<file path="src/rtl/rr_arbiter_8_pkg.sv">
// Shared types and the rotating priority scan for the 8-way round-robin arbiter.
package rr_arbiter_8_pkg;

    localparam int unsigned NReq = 8;
    localparam int unsigned IdxW = 3;

    typedef enum logic [1:0] {
        StIdle    = 2'd0,
        StGrant   = 2'd1,
        StRelease = 2'd2
    } arb_state_e;

    typedef struct packed {
        logic            found;
        logic [IdxW-1:0] idx;
    } scan_t;

    // Rotate so bit ptr lands at position 0, find the lowest set bit, then add ptr back (mod 8).
    function automatic scan_t rr_scan(input logic [NReq-1:0] req, input logic [IdxW-1:0] ptr);
        logic [2*NReq-1:0] dbl;
        logic [NReq-1:0]   rot;
        scan_t             res;
        dbl = {req, req};
        rot = NReq'(dbl >> ptr);
        res = '0;
        for (int i = int'(NReq) - 1; i >= 0; i--) begin
            if (rot[i]) begin
                res.found = 1'b1;
                res.idx   = ptr + IdxW'(i);
            end
        end
        return res;
    endfunction

endpackage

</file>
<file path="src/rtl/decoder_3x8.sv">
// 3-to-8 one-hot decoder with enable; output is all zeros when disabled.
module decoder_3x8 (
    input  logic [2:0] in,
    input  logic       en,
    output logic [7:0] out
);

    always_comb begin
        out = '0;
        if (en) begin
            out[in] = 1'b1;
        end
    end

endmodule

</file>
<file path="src/rtl/rr_arbiter_8.sv">
// Round-robin arbiter for 8 requesters with a hold timeout; the grant vector is formed
// only by the shared decoder from the registered owner index and valid flag.
module rr_arbiter_8
    import rr_arbiter_8_pkg::*;
#(
    parameter int unsigned MAX_HOLD = 16,
    parameter int unsigned HOLD_W   = 5
) (
    input  logic       clk,
    input  logic       rst_n,
    input  logic [7:0] req,
    output logic [7:0] gnt,
    output logic [2:0] gnt_idx,
    output logic       gnt_valid,
    output logic       preempt
);

    if (MAX_HOLD < 2 || (MAX_HOLD - 1) >= (1 << HOLD_W)) begin : g_bad_param
        $error("rr_arbiter_8: MAX_HOLD must be >= 2 and MAX_HOLD-1 must fit in HOLD_W bits");
    end

    localparam logic [HOLD_W-1:0] HoldLast = HOLD_W'(MAX_HOLD - 1);

    arb_state_e       state_q;
    logic [IdxW-1:0]  ptr_q;
    logic [HOLD_W-1:0] hold_cnt_q;
    scan_t            win;

    assign win = rr_scan(req, ptr_q);

    decoder_3x8 u_dec (
        .in  (gnt_idx),
        .en  (gnt_valid),
        .out (gnt)
    );

    always_ff @(posedge clk or negedge rst_n) begin
        if (!rst_n) begin
            state_q    <= StIdle;
            ptr_q      <= '0;
            gnt_idx    <= '0;
            gnt_valid  <= 1'b0;
            hold_cnt_q <= '0;
            preempt    <= 1'b0;
        end else begin
            preempt <= 1'b0;
            case (state_q)
                StIdle, StRelease: begin
                    if (win.found) begin
                        state_q    <= StGrant;
                        gnt_idx    <= win.idx;
                        gnt_valid  <= 1'b1;
                        hold_cnt_q <= '0;
                    end else begin
                        state_q   <= StIdle;
                        gnt_valid <= 1'b0;
                    end
                end
                StGrant: begin
                    // Release has priority over timeout, so preempt stays low when both coincide.
                    if (!req[gnt_idx]) begin
                        state_q   <= StRelease;
                        gnt_valid <= 1'b0;
                        ptr_q     <= gnt_idx + 3'd1;
                    end else if (hold_cnt_q == HoldLast && (req & ~gnt) != '0) begin
                        state_q   <= StRelease;
                        gnt_valid <= 1'b0;
                        ptr_q     <= gnt_idx + 3'd1;
                        preempt   <= 1'b1;
                    end else if (hold_cnt_q != HoldLast) begin
                        hold_cnt_q <= hold_cnt_q + 1'b1;
                    end
                end
                default: begin
                    state_q   <= StIdle;
                    gnt_valid <= 1'b0;
                end
            endcase
        end
    end

endmodule

</file>
<file path="config.mk">
export PLATFORM = sky130hd
export DESIGN_NAME = rr_arbiter_8
export DESIGN_NICKNAME = d
export VERILOG_FILES = /design/src/rtl/rr_arbiter_8_pkg.sv /design/src/rtl/decoder_3x8.sv /design/src/rtl/rr_arbiter_8.sv
export SDC_FILE = /design/constraint.sdc
export NUM_CORES = 1
export LEC_CHECK = 0
export ABC_AREA = 1
export CAP_MARGIN = 20
export CORE_UTILIZATION = 35
export CTS_CLUSTER_SIZE = 30
export DETAILED_ROUTE_END_ITERATION = 8
export GPL_TIMING_DRIVEN = 0
export HOLD_SLACK_MARGIN = 0.02
export PLACE_DENSITY = 0.69
export REMOVE_ABC_BUFFERS = 1
export SYNTH_ARGS = -nofsm -noshare
export SYNTH_HDL_FRONTEND = slang
export SYNTH_SLANG_ARGS = --single-unit
</file>
<file path="constraint.sdc">
create_clock -name clk -period 1.9 [get_ports clk]
set_clock_uncertainty 0.15 [all_clocks]
set_input_delay 0.38 -clock clk [delete_from_list [all_inputs] [get_ports clk]]
set_output_delay 0.38 -clock clk [all_outputs]
set_load 0.02 [all_outputs]
</file>
# Word level (Yosys, flattened, before mapping)
# Index checks and enable logic that the tools add are counted.
# totals
ramBits,0
latch_bits,0
mem_count,0
ff_bits,15
mem_bits_ro,0
output_inout_bits,13
# op_classes
div,0
n_reduce_logical,9
eq_ne,10
mul,0
add_sub_neg,9
shifts,1
mux,31
n_lt_le_gt_ge,2
bitwise,2
# ops
operator,n
$mux 4,8
$mux 5,4
$shr 16x3->8,1
$add 3x3->3 const B,4
$pmux 5 s2,1
$mux 1,9
$and 8x8->8,1
$mux 8,1
$ne 2x2->1 const B,4
$not 8->8,1
$reduce_bool 8->1,1
$add 3x1->3 const B,2
$add 3x2->3 const B,2
$mux 3,2
$add 5x1->5 const B,1
$eq 5x4->1 const B,1
$ne 5x4->1 const B,1
$reduce_and 5->1,1
$lt 3x4->1 const B,1
$mux 2,2
$pmux 2 s2,1
$reduce_and 2->1,2
$bmux 1 s3,1
$demux 1 s3,1
other kinds (10),11

# Depth between registers and ports, before layout
# Gate-level depths: netlist (run 1).
# logic_depth
ltp_word,12
mapped_depth,18
depth_no_buf,16

# By module
# Synthesis (run 1) repeated with hierarchy kept, for this count alone.
# unflattened
hier_cells,245
area_unflattened_um2,1554.0
# modules_own_cells
module,n_inst,cells_each,area_each_um2
rr_arbiter_8,1,228,1490.2
decoder_3x8,1,17,63.8

# Least setup slack after synthesis (run 1)
# Ideal clock, no wire load.
# synth_path
path_kind,reg-to-reg
startpoint,reg gnt_idx[0]
endpoint,reg hold_cnt_q[1]
required_time_ns,1.684
path_slack_ns,-0.225
n_path_buf,0
arrival_time_ns,1.909
path_stages_with_launch,11
setup_time_ns,0.066
path_cell_list,dfrtp_1 nand2_1 nor2_1 o22ai_1 nor2_1 nand4_1 nand2_1 nand4_1 nand2_1 nand3_1 nand2_1
# synth_between
elab_chain_cells,11
word_cells_on_any_way,15
cone_classes,order compare: 2; eq/ne: 2; mux: 5; bitwise: 2; reduce/logical: 4
# synth_rtl
element,line_no,text
"start, declared",rr_arbiter_8.sv:13,"output logic [2:0] gnt_idx,"
"start signal, assigned",rr_arbiter_8.sv:51,gnt_idx <= win.idx;
$lt 3x4->1 (not written as such) or $ge 3x1->1 (tied branches),decoder_3x8.sv:11,out[in] = 1'b1;
$logic_and 1x1->1 (not written as such),decoder_3x8.sv:11,
$mux 1 (not written as such),decoder_3x8.sv:11,
$demux 1 s3 (*),-,
$mux 8 (*),decoder_3x8.sv:10,if (en) begin
named net gnt[7],rr_arbiter_8.sv:12,"output logic [7:0] gnt,"
$not 8->8 (*),rr_arbiter_8.sv:65,end else if (hold_cnt_q == HoldLast && (req & ~gnt) != '0) begin
$and 8x8->8 (*),rr_arbiter_8.sv:65,
$reduce_bool 8->1 (*),rr_arbiter_8.sv:65,
$logic_and 1x1->1 (*),rr_arbiter_8.sv:65,
$ne 2x2->1 (no line) (*),-,
$reduce_and 5->1 (no line) (*),-,
"end signal, assigned",rr_arbiter_8.sv:71,hold_cnt_q <= hold_cnt_q + 1'b1;
"end, declared",rr_arbiter_8.sv:26,logic [HOLD_W-1:0] hold_cnt_q;
# Mark *: on every way through the listed nets, which the timed path passes. The rest lies on a longest branch. The select of a mux whose other input is x is not followed.
# A chain may end at the register's enable or synchronous reset.

# Final worst setup path (run 1)
# layout_path
startpoint,reg ptr_q[0]
endpoint,reg hold_cnt_q[3]
# layout_between
elab_chain_cells,11
# layout_rtl
element,line_no,text
"start, declared",rr_arbiter_8.sv:25,logic [IdxW-1:0] ptr_q;
"start signal, assigned",rr_arbiter_8.sv:64,ptr_q <= gnt_idx + 3'd1;
"start signal, assigned",rr_arbiter_8.sv:68,ptr_q <= gnt_idx + 3'd1;
$shr 16x3->8 (*),rr_arbiter_8_pkg.sv:24,rot = NReq'(dbl >> ptr);
$mux 4 (7 in series),rr_arbiter_8_pkg.sv:27,if (rot[i]) begin
$mux 4 (*),rr_arbiter_8_pkg.sv:27,
$ne 2x2->1 (no line) (*),-,
$reduce_and 5->1 (no line) (*),-,
# Mark *: on every way between the ends. The rest lies on a longest branch, timed or not.

==> qor.txt, run 1 <==
H-Tree Depth: 1
Clock Path Buffers: 2
Reg clk slew, reported paths: 0.06 ns
Period utilisation layout: 110.7%
Total wire length: 5229 um
GRT Util Overall: 20.30%
LEAKAGE: 1.158 nW
Worst slew pin tran: 0.6680 ns
Ports: 23
Post-route ant nets: 0
FP Rows: 24
Top Metal Used: met4
Flop and latch count out of synthesis: 15
Mapped cell area: 0.001657 sq mm
Later-pin clock latency in the skew report: 0.25 ns
Vias per cell: 5.422
Die Footprint: 0.005012 sq mm
Outcome: finished with violations
Fmax: 475.5 MHz
IO buf count: 22
Worst Reg2Reg Path Length in Cells: 10
Tmin final: 2.103 ns
WP data required: 1.88 ns
Crit Path Max Fanout: 6
Final Non-Filler Cells: 351
Root Driver: clkbuf_8
Final Max Slew Viols: 0
Post-synthesis cell type count: 27
Post-synth top cells: 74 x nand2_1, 31 x nor2_1, 29 x nand3_1
Routed len/inst: 14.90 um
DP Wirelength: 3091 um
Count of final setup violators: 11
Slew headroom: 55.33%
Synth area leaders: dfrtp_1 23%, nand2_1 17%, nand3_1 8.8%
Pin count of the biggest net entering global routing: 16
Worst path cell trace: buf_8 > nand2_4 > nand3_2 > nand3_2 > nand2_2 > nor3_4 > nand4_4 > or2_4 > nand3_2 > nand2_1
Metal2 WL: 2639 um
FFs w/ async S/R, synth: 100.0%
Count leader, synth: nand2_1
Most used cell, CP: nand3_2
Clock sink count: 15
Post-placement worst setup slack: -0.6714 ns
1st-pass router iterations: 5
Slowest CP cell: dfrtp_2
R2r endpoint: hold_cnt_q[3]
Max cap viols: 0
CP startpoint kind: flip-flop
Final nets: 315
RSZ-0062 raised after global routing: true
Dpl cells: 323
Hold WS: 0.3874 ns
Failing checks: setup timing
DRC violations left: 0
Yosys top cell by area: dfrtp_1
Die Y: 70.80 um
Area growth, synth to finish: 40.18%
Gr ovfl total: 0
Ratio of cells with drive above 1 in the final layout: 37.46%
Sequential-to-total area share from yosys stat: 22.66%
Max VDD drop: 0.8796 mV
Final hold vios: 0
Drt initial violations: 128
CP Class: reg -> reg
Number of synthesized flops with an enable pin: 0
CP bufs+invs: 1
Die width: 70.80 um
Avg Inst Size Synth: 6.471 sq um
Crit-path max cell delay: 0.50 ns
CTS tree: yes
Critical R2R Launch: ptr_q[0]
Metal3 WL: 234 um
M1 wire length: 2202 um
Reg-to-reg slack, setup: -0.20 ns
Initial antenna violation count: 0
Setup TNS Final: -1.406 ns
Crit path capture type: flip-flop
Pwr Density: 2055 mW/mm^2
Largest delay share family, worst path: simple AND/OR/NAND/NOR gates
Global-route wire length before repair: 8183 um
Vias in the first global route: 1,792
CTS Hold Bufs: 0
Hold crit path type: in -> async
Detailed-route via count: 1,903
Final WS setup: -0.2033 ns
Core ar.: 0.004444 sq mm
TritonCTS Buffers: 3
Synth Warn #: 0
Ant. Diodes: 0
Critical Path AT: 2.09 ns
Main synth FF type: dfrtp_1
Post-synth top area share: 22.66%
Starting Density: 37.27%
Mapped Cells: 256
GP Congestion: 0.8881
cell families (layout without fill, tap and decap cells):
kind of cell	Yosys count	count (layout)	synth area share (%)
DFF	15	15	22.66
xor gates and xnor gates	6	6	3.172
AOI/OAI and AO/OA	31	31	9.744
and+or+nand+nor	168	169	50.23
buffers and inverters	31	73	10.42
adders and majority gates	5	5	3.776
layer usage:
layer,vias up,global-route usage [%]
li1,921,-
met1,897,25.51
met2,66,36.22
met3,19,2.279
met4,0,6.667
met5,-,0
cell type report:
cell class / count / area (sq um)
Fill cell: 422 / 2122
Inverter: 24 / 110.1
Tap cell: 52 / 65.06
Clock inverter: 1 / 5.005
Timing Repair Buffer: 45 / 391.6
Sequential cell: 15 / 381.6
Multi-Input combinational cell: 211 / 1328
Clock buffer: 3 / 41.29
state kept, by name, summed over array words and instances, names as in the netlist:
signal	flops
gnt_valid	1
preempt	1
state_q	2
gnt_idx	3
hold_cnt_q	5
ptr_q	3
timing repair:
action	CTS	global route
gates cloned	1	0
endpoints found under the setup margin	23	21
resized for setup	69	38
pin swaps	18	12
buffers inserted	20	3
placed cells by master, fill, tap and decap left out, types with 3 or more instances in the layout:
cell / synthesis / final
nand2_4: 5 / 14
clkdlybuf4s15_2: 0 / 3
buf_4: 2 / 18
dlygate4sd2_1: 0 / 10
clkdlybuf4s50_1: 0 / 4
nand2_2: 8 / 18
nand3_2: 12 / 21
xor2_1: 4 / 4
inv_2: 4 / 4
dfrtp_1: 15 / 10
clkbuf_8: 0 / 3
nand3_4: 0 / 3
nand3_1: 29 / 17
nor2_4: 0 / 3
o21ai_0: 15 / 13
inv_1: 19 / 15
buf_2: 0 / 3
nand2_1: 74 / 56
a21oi_1: 13 / 13
dfrtp_2: 0 / 5
ha_1: 5 / 5
nand4_1: 3 / 3
nor2_1: 31 / 28
worst max path at each step:
stage / startpoint / to / slack [ns] / cells after the start
after floorplan: ptr_q[1] / hold_cnt_q[1] / -0.24 / 12
after global placement: ptr_q[1] / hold_cnt_q[1] / -0.66 / 12
after detailed placement: ptr_q[1] / hold_cnt_q[1] / -0.67 / 12
after CTS: ptr_q[0] / hold_cnt_q[3] / -0.13 / 12
after global routing: ptr_q[0] / hold_cnt_q[3] / -0.29 / 10
final: ptr_q[0] / hold_cnt_q[3] / -0.20 / 10
where the power goes:
part | internal (W) | total (W) | switching (W)
registers | 0.000454 | 0.000647 | 0.000193
logic | 0.00149 | 0.00387 | 0.00238
clock network | 0.000145 | 0.000258 | 0.000113
total | 0.00209 | 0.00477 | 0.00269
stage by stage:
stage	total power [W]	util, %	instance area (sq um)
final	0.004772	52.25	2322
after global routing	0.005180	52.25	2322
after CTS	0.004289	48.76	2167
after detailed placement	0.003332	41.89	1862
after global placement	0.003318	41.89	1862
after floorplan	0.002692	-	1577
Power figures use the tool's default switching activity.
==> run 2, diff against run 1 <==
--- a/config.mk
+++ b/config.mk
@@ -12,8 +12,9 @@
 export DETAILED_ROUTE_END_ITERATION = 8
 export GPL_TIMING_DRIVEN = 0
 export HOLD_SLACK_MARGIN = 0.02
-export PLACE_DENSITY = 0.69
+export PLACE_DENSITY = 0.67
 export REMOVE_ABC_BUFFERS = 1
 export SYNTH_ARGS = -nofsm -noshare
 export SYNTH_HDL_FRONTEND = slang
 export SYNTH_SLANG_ARGS = --single-unit
+export TNS_END_PERCENT = 100
==> constraint.sdc (replaced) <==
create_clock -name clk -period 2.2 [get_ports clk]
set_clock_uncertainty 0.15 [all_clocks]
set_input_delay 0.44 -clock clk [delete_from_list [all_inputs] [get_ports clk]]
set_output_delay 0.44 -clock clk [all_outputs]
set_load 0.02 [all_outputs]
==> run 2 against run 1 <==
Effect of this change:
- design area is 11% lower
- core utilization is 6.0 points lower
- clock power is 16% lower
- global-route usage is 3.5 points lower
- setup slack better by 0.32 ns
- wire length is 21% lower
- the run now ends clean
- maximum frequency is 0.82% higher
- hold slack worse by 0.016 ns
- combinational power is 32% lower
==> qor.txt, run 2 (synthesis results as in run 1) <==
Root Driver: clkbuf_8
Final Non-Filler Cells: 338 (-3.7%)
Tmin final: 2.086 ns (-0.01706 ns)
Commonest non-fill, non-tap cell in the layout: nand2_1
GRT Util Overall: 16.78% (-3.5 points)
Clock sink count: 15 (unchanged)
Die Footprint: 0.005012 sq mm (unchanged)
Drt initial violations: 100 (-22%)
Hold Path Origin: hold_cnt_q[4]
WP data required: 2.18 ns (+0.30 ns)
Setup TNS Final: 0 ns (+1.406 ns)
Vias per cell: 5.107 (-5.8%)
Crit path capture type: flip-flop
Ports: 23 (unchanged)
Area growth, synth to finish: 24.17%
H-Tree Depth: 1 (unchanged)
Reg clk slew, reported paths: 0.06 ns (about the same)
Reg-to-reg slack, setup: 0.11 ns (+0.32 ns)
Crit Path Max Fanout: 6 (unchanged)
Count of final setup violators: 0 (-11)
Die width: 70.80 um (unchanged)
Post-placement worst setup slack: -0.4322 ns (+0.2392 ns)
Initial antenna violation count: 0 (unchanged)
IO buf count: 22 (unchanged)
Worst Reg2Reg Path Length in Cells: 12 (+2)
R2r endpoint: hold_cnt_q[4]
Later-pin clock latency in the skew report: 0.24 ns (about the same)
Hold crit path type: reg -> reg
Global-route wire length before repair: 6927 um (-15%)
Hold depth: 2
Gr ovfl total: 0 (unchanged)
Final Max Slew Viols: 0 (unchanged)
Routed len/inst: 12.25 um (-18%)
Starting Density: 37.27% (unchanged)
Max cap viols: 0 (unchanged)
Finished layout cell area: 0.002057 sq mm (-11%)
Dpl cells: 323 (unchanged)
Final WS setup: 0.1138 ns (+0.3171 ns)
Number of flip-flops in the largest register: 5 (unchanged)
Ratio of cells with drive above 1 in the final layout: 23.43% (-14 points)
Period utilisation layout: 94.83% (-16 points)
CP startpoint kind: flip-flop
DRC violations left: 0 (unchanged)
Ant. Diodes: 0 (unchanged)
Biggest regs: hold_cnt_q (5), gnt_idx (3), ptr_q (3)
Post-route ant nets: 0 (unchanged)
Power, Total: 0.003437 W (-28%)
Clock Path Buffers: 2 (unchanged)
Hold Path Sink: hold_cnt_q[4]
DP Wirelength: 3089 um (about the same)
Pin count of the biggest net entering global routing: 16 (unchanged)
TritonCTS Buffers: 3 (unchanged)
1st-pass router iterations: 4 (-1)
Largest register by flop count: hold_cnt_q
Critical R2R Launch: ptr_q[0]
Vias in the first global route: 1,619 (-9.7%)
Pwr Density: 1671 mW/mm^2 (-19%)
FP Rows: 24 (unchanged)
Outcome: finished, final reports clean
Placed cell areas: 0.001862 sq mm (unchanged)
Core ar.: 0.004444 sq mm (unchanged)
CTS tree: yes
Critical Path AT: 2.07 ns (-0.02 ns)
GP Congestion: 0.8764 (-1.3%)
Slew headroom: 55.98% (+0.66 points)
Total wire length: 4142 um (-21%)
Final nets: 302 (-4.1%)
Fmax: 479.3 MHz (+0.82%)
Most frequent cells in the layout: 66 x nand2_1, 29 x nor2_1, 29 x nand3_1
LEAKAGE: 1.077 nW (-7.0%)
Detailed-route via count: 1,726 (-9.3%)
Max VDD drop: 0.6343 mV (-28%)
CP Class: reg -> reg
Final hold vios: 0 (unchanged)
Die Y: 70.80 um (unchanged)
Worst slew pin tran: 0.6582 ns (-0.009796 ns)
CTS Hold Bufs: 0 (unchanged)
run 2: where the power goes:
group          internal (W)  leakage (nW)  switching [W]
combinational      0.000973         0.870        0.00168
sequential         0.000394         0.184       0.000175
clock              0.000128        0.0228      0.0000901
run 2: worst max path at each step:
stage,to,startpoint,slack [ns]
2_1_floorplan,hold_cnt_q[1],ptr_q[1],0.06
3_3_place_gp,hold_cnt_q[1],ptr_q[1],-0.41
3_5_place_dp,hold_cnt_q[1],ptr_q[1],-0.43
4_1_cts,hold_cnt_q[4],req[2],0.02
5_1_grt,gnt_idx[1],ptr_q[0],-0.01
6_report,hold_cnt_q[4],ptr_q[0],0.11
run 2: layout make-up:
cell class	count	area [sq um]
Clock buffer	4	45.04
Fill cell	445	2387
Timing Repair Buffer	33	304.0
Tap cell	52	65.06
Sequential cell	15	382.9
Multi-Input combinational cell	210	1159
Inverter	24	101.3
run 2: repair_timing:
item,4_1_cts,5_1_grt
setup endpoints to repair,18,11
resized for setup,23,18
pin swaps,1,5
setup buffers,8,3
run 2: metrics by stage:
step	util, %	hold slack [ns]
2_1_floorplan	-	-0.005591
3_3_place_gp	41.89	0.3409
3_5_place_dp	41.89	0.3647
4_1_cts	44.68	0.3778
5_1_grt	46.28	0.3932
6_report	46.28	0.3718
run 2: routing by layer:
layer	up-vias	routed length, um	GRT usage, %	part of all wire [%]
li1	893	-	-	-
met1	802	1948	22.15	47
met2	31	2071	29.49	50
met3	0	121	2.279	2.9
met4	0	0	3.111	0
met5	-	0	0	0
run 2: worst max-delay path: stages, from the launching register on:
cell     delay (ns)
dfrtp_2        0.47
buf_4          0.18
nand2_2        0.09
nand3_2        0.09
nand2_1        0.08
nand2_1        0.06
nand2_2        0.12
inv_2          0.07
nor2_4         0.13
nand4_4        0.14
or2_1          0.27
nand3_1        0.08
nand2_1        0.05
==> run 3, diff against run 2 <==
--- a/config.mk
+++ b/config.mk
@@ -7,12 +7,13 @@
 export LEC_CHECK = 0
 export ABC_AREA = 1
 export CAP_MARGIN = 20
-export CORE_UTILIZATION = 35
+export CORE_MARGIN = 2
+export CORE_UTILIZATION = 55
 export CTS_CLUSTER_SIZE = 30
 export DETAILED_ROUTE_END_ITERATION = 8
 export GPL_TIMING_DRIVEN = 0
 export HOLD_SLACK_MARGIN = 0.02
-export PLACE_DENSITY = 0.67
+export PLACE_DENSITY = 0.92
 export REMOVE_ABC_BUFFERS = 1
 export SYNTH_ARGS = -nofsm -noshare
 export SYNTH_HDL_FRONTEND = slang
==> run 3 against run 2 <==
Effect of this change:
- critical path depth decreased by 8
- via count rose by 5.7%
- first-iteration DRC count grew 66%
- sequential power fell by 3%
- core utilization increased by 27 points
- sequential share of layout area stayed put
- flip-flop and latch count unchanged
- die area shrank 31%
- non-clock buffer count is 7 higher
- wire length rose by 10%
- largest cell class unchanged
==> qor.txt, run 3 (synthesis results as in run 1) <==
CP startpoint kind: flip-flop
WP data required: 1.61 ns (-0.57 ns)
GRT Util Overall: 27.57% (+11 points)
Ports: 23 (unchanged)
Crit Path Max Fanout: 8 (+2)
Pwr Density: 1722 mW/mm^2 (+3.1%)
Commonest non-fill, non-tap cell in the layout: nand2_1
Worst slew pin tran: 0.6594 ns (+0.001211 ns)
Power, Total: 0.003542 W (+3.1%)
Hold depth: 2 (unchanged)
Gr ovfl total: 0 (unchanged)
Slew headroom: 55.90% (-0.081 points)
Max VDD drop: 0.9096 mV (+43%)
Die Y: 58.88 um (-17%)
Critical Path AT: 1.49 ns (-0.58 ns)
Die Footprint: 0.003467 sq mm (-31%)
Final nets: 310 (+2.6%)
Core ar.: 0.002805 sq mm (-37%)
Max cap viols: 0 (unchanged)
Final hold vios: 0 (unchanged)
Number of flip-flops in the largest register: 5 (unchanged)
Global-route wire length before repair: 7341 um (+6.0%)
Hold WS: 0.3829 ns (+0.01116 ns)
Drt initial violations: 166 (+66%)
1st-pass router iterations: 5 (+1)
Tmin final: 2.080 ns (-0.006466 ns)
Root Driver: clkbuf_4
Count of final setup violators: 0 (unchanged)
Area growth, synth to finish: 24.17% (unchanged)
Crit path capture type: output pin
Ant. Diodes: 0 (unchanged)
H-Tree Depth: 1 (unchanged)
Outcome: finished, final reports clean
CP Class: reg -> out
TritonCTS Buffers: 3 (unchanged)
Slowest CP cell: dfrtp_2
Die width: 58.88 um (-17%)
Worst path cell trace: inv_2 > nand2_2 > nor2_1 > dlygate4sd2_1
Later-pin clock latency in the skew report: 0.29 ns (+0.05 ns)
CP bufs+invs: 2 (unchanged)
FP Rows: 19 (-21%)
Fmax: 480.8 MHz (+0.31%)
DRC violations left: 0 (unchanged)
Period utilisation layout: 94.53% (-0.29 points)
Hold crit path type: reg -> reg
Crit-path max cell delay: 0.48 ns (about the same)
GP Congestion: 0.8688 (-0.87%)
Most frequent cells in the layout: 67 x nand2_1, 29 x nor2_1, 29 x nand3_1
IO buf count: 22 (unchanged)
Finished layout cell area: 0.002057 sq mm (unchanged)
Vias per cell: 5.612 (+9.9%)
Biggest regs: hold_cnt_q (5), gnt_idx (3), ptr_q (3)
Total wire length: 4570 um (+10%)
Final Max Slew Viols: 0 (unchanged)
Pin count of the biggest net entering global routing: 16 (unchanged)
Vias in the first global route: 1,674 (+3.4%)
Worst Reg2Reg Path Length in Cells: 13 (+1)
CTS tree: yes
Post-route ant nets: 0 (unchanged)
Ratio of cells with drive above 1 in the final layout: 24.15% (+0.72 points)
Routed len/inst: 14.06 um (+15%)
Largest register by flop count: hold_cnt_q
Initial antenna violation count: 0 (unchanged)
Detailed-route via count: 1,824 (+5.7%)
Clock sink count: 15 (unchanged)
Placed cell areas: 0.001836 sq mm (-1.4%)
Reg clk slew, reported paths: 0.09 ns (+0.03 ns)
Crit path depth: 4 (-8)
Clock Path Buffers: 2 (unchanged)
Starting Density: 59.05% (+22 points)
LEAKAGE: 1.099 nW (+2.1%)
Largest delay share family, worst path: flip-flops
DP Wirelength: 3100 um (+0.34%)
run 3: cell count changes in the layout (fill, tap and decap cells not counted), moves of 2 or more:
cell	change
buf_4	+7
clkbuf_4	+3
clkbuf_8	-3
dfrtp_2	-3
dfrtp_1	+2
run 3: worst register-to-register path, stage by stage, from the launching register on:
cell and delay, ns:
dfrtp_4 0.54, clkinvlp_4 0.16, nand3_1 0.13, nand2_1 0.08
nand2_1 0.06, nand2_2 0.11, inv_2 0.08, nor2_4 0.10
nand4_4 0.14, nand2_4 0.10, buf_6 0.13, nand2_1 0.07
nand3_1 0.07, nand2_1 0.05
run 3: final timing paths:
check	start	slack [ns]	endpoint
setup / recovery	gnt_idx[0]	0.12	gnt[6]
hold / removal	hold_cnt_q[4]	0.38	hold_cnt_q[4]
setup reg to reg	ptr_q[1]	0.13	hold_cnt_q[1]
hold reg to reg	hold_cnt_q[4]	0.38	hold_cnt_q[4]
max in group asynchronous	rst_n	1.02	ptr_q[1]
min in group asynchronous	rst_n	0.40	gnt_idx[2]
run 3: routing by layer:
layer  up-vias  GRT usage [%]  share of wire, %  routed length (um)
met4         0          10.06              0.68                  31
met5         -              0                 0                   0
met1       824          34.44                42                1906
met3         7          5.275               6.1                 277
li1        917              -                 -                   -
met2        76          47.14                52                2354
run 3: cell type report:
type                       count  area, sq um
inverter                      24        96.34
multi-input combinational    210         1161
fill                         219        748.2
timing repair inverter         1        7.507
sequential                    15        382.9
tap                           31        38.79
clock buffer                   4        26.28
timing repair buffer          40        344.1
run 3: timing repair:
action / CTS / global route
resized for setup: 26 / 15
hold endpoints to repair: 0 / 0
endpoints found under the setup margin: 18 / 12
setup buffers: 10 / 8
pin swaps: 2 / 6
hold buffers: 0 / 0
cloned: 1 / 0
run 3: power breakdown:
part	internal, W	switching, W	total, W	leakage [nW]
clock	0.0000706	0.0000879	0.000159	0.0150
sequential	0.000394	0.000159	0.000552	0.186
combinational	0.00104	0.00179	0.00283	0.899
total	0.00151	0.00204	0.00354	1.10
run 3: through the flow:
| step | utilization (%) | setup TNS, ns | instances | setup WS [ns] |
|---|---|---|---|---|
| 2_1_floorplan | - | 0 | 249 | 0.05674 |
| 3_3_place_gp | 65.43 | -3.255 | 302 | -0.3919 |
| 3_5_place_dp | 65.43 | -3.738 | 302 | -0.4496 |
| 4_1_cts | 69.45 | 0 | 317 | 0.01480 |
| 5_1_grt | 73.33 | -0.03626 | 325 | -0.02094 |
| 6_report | 73.33 | 0 | 325 | 0.1203 |
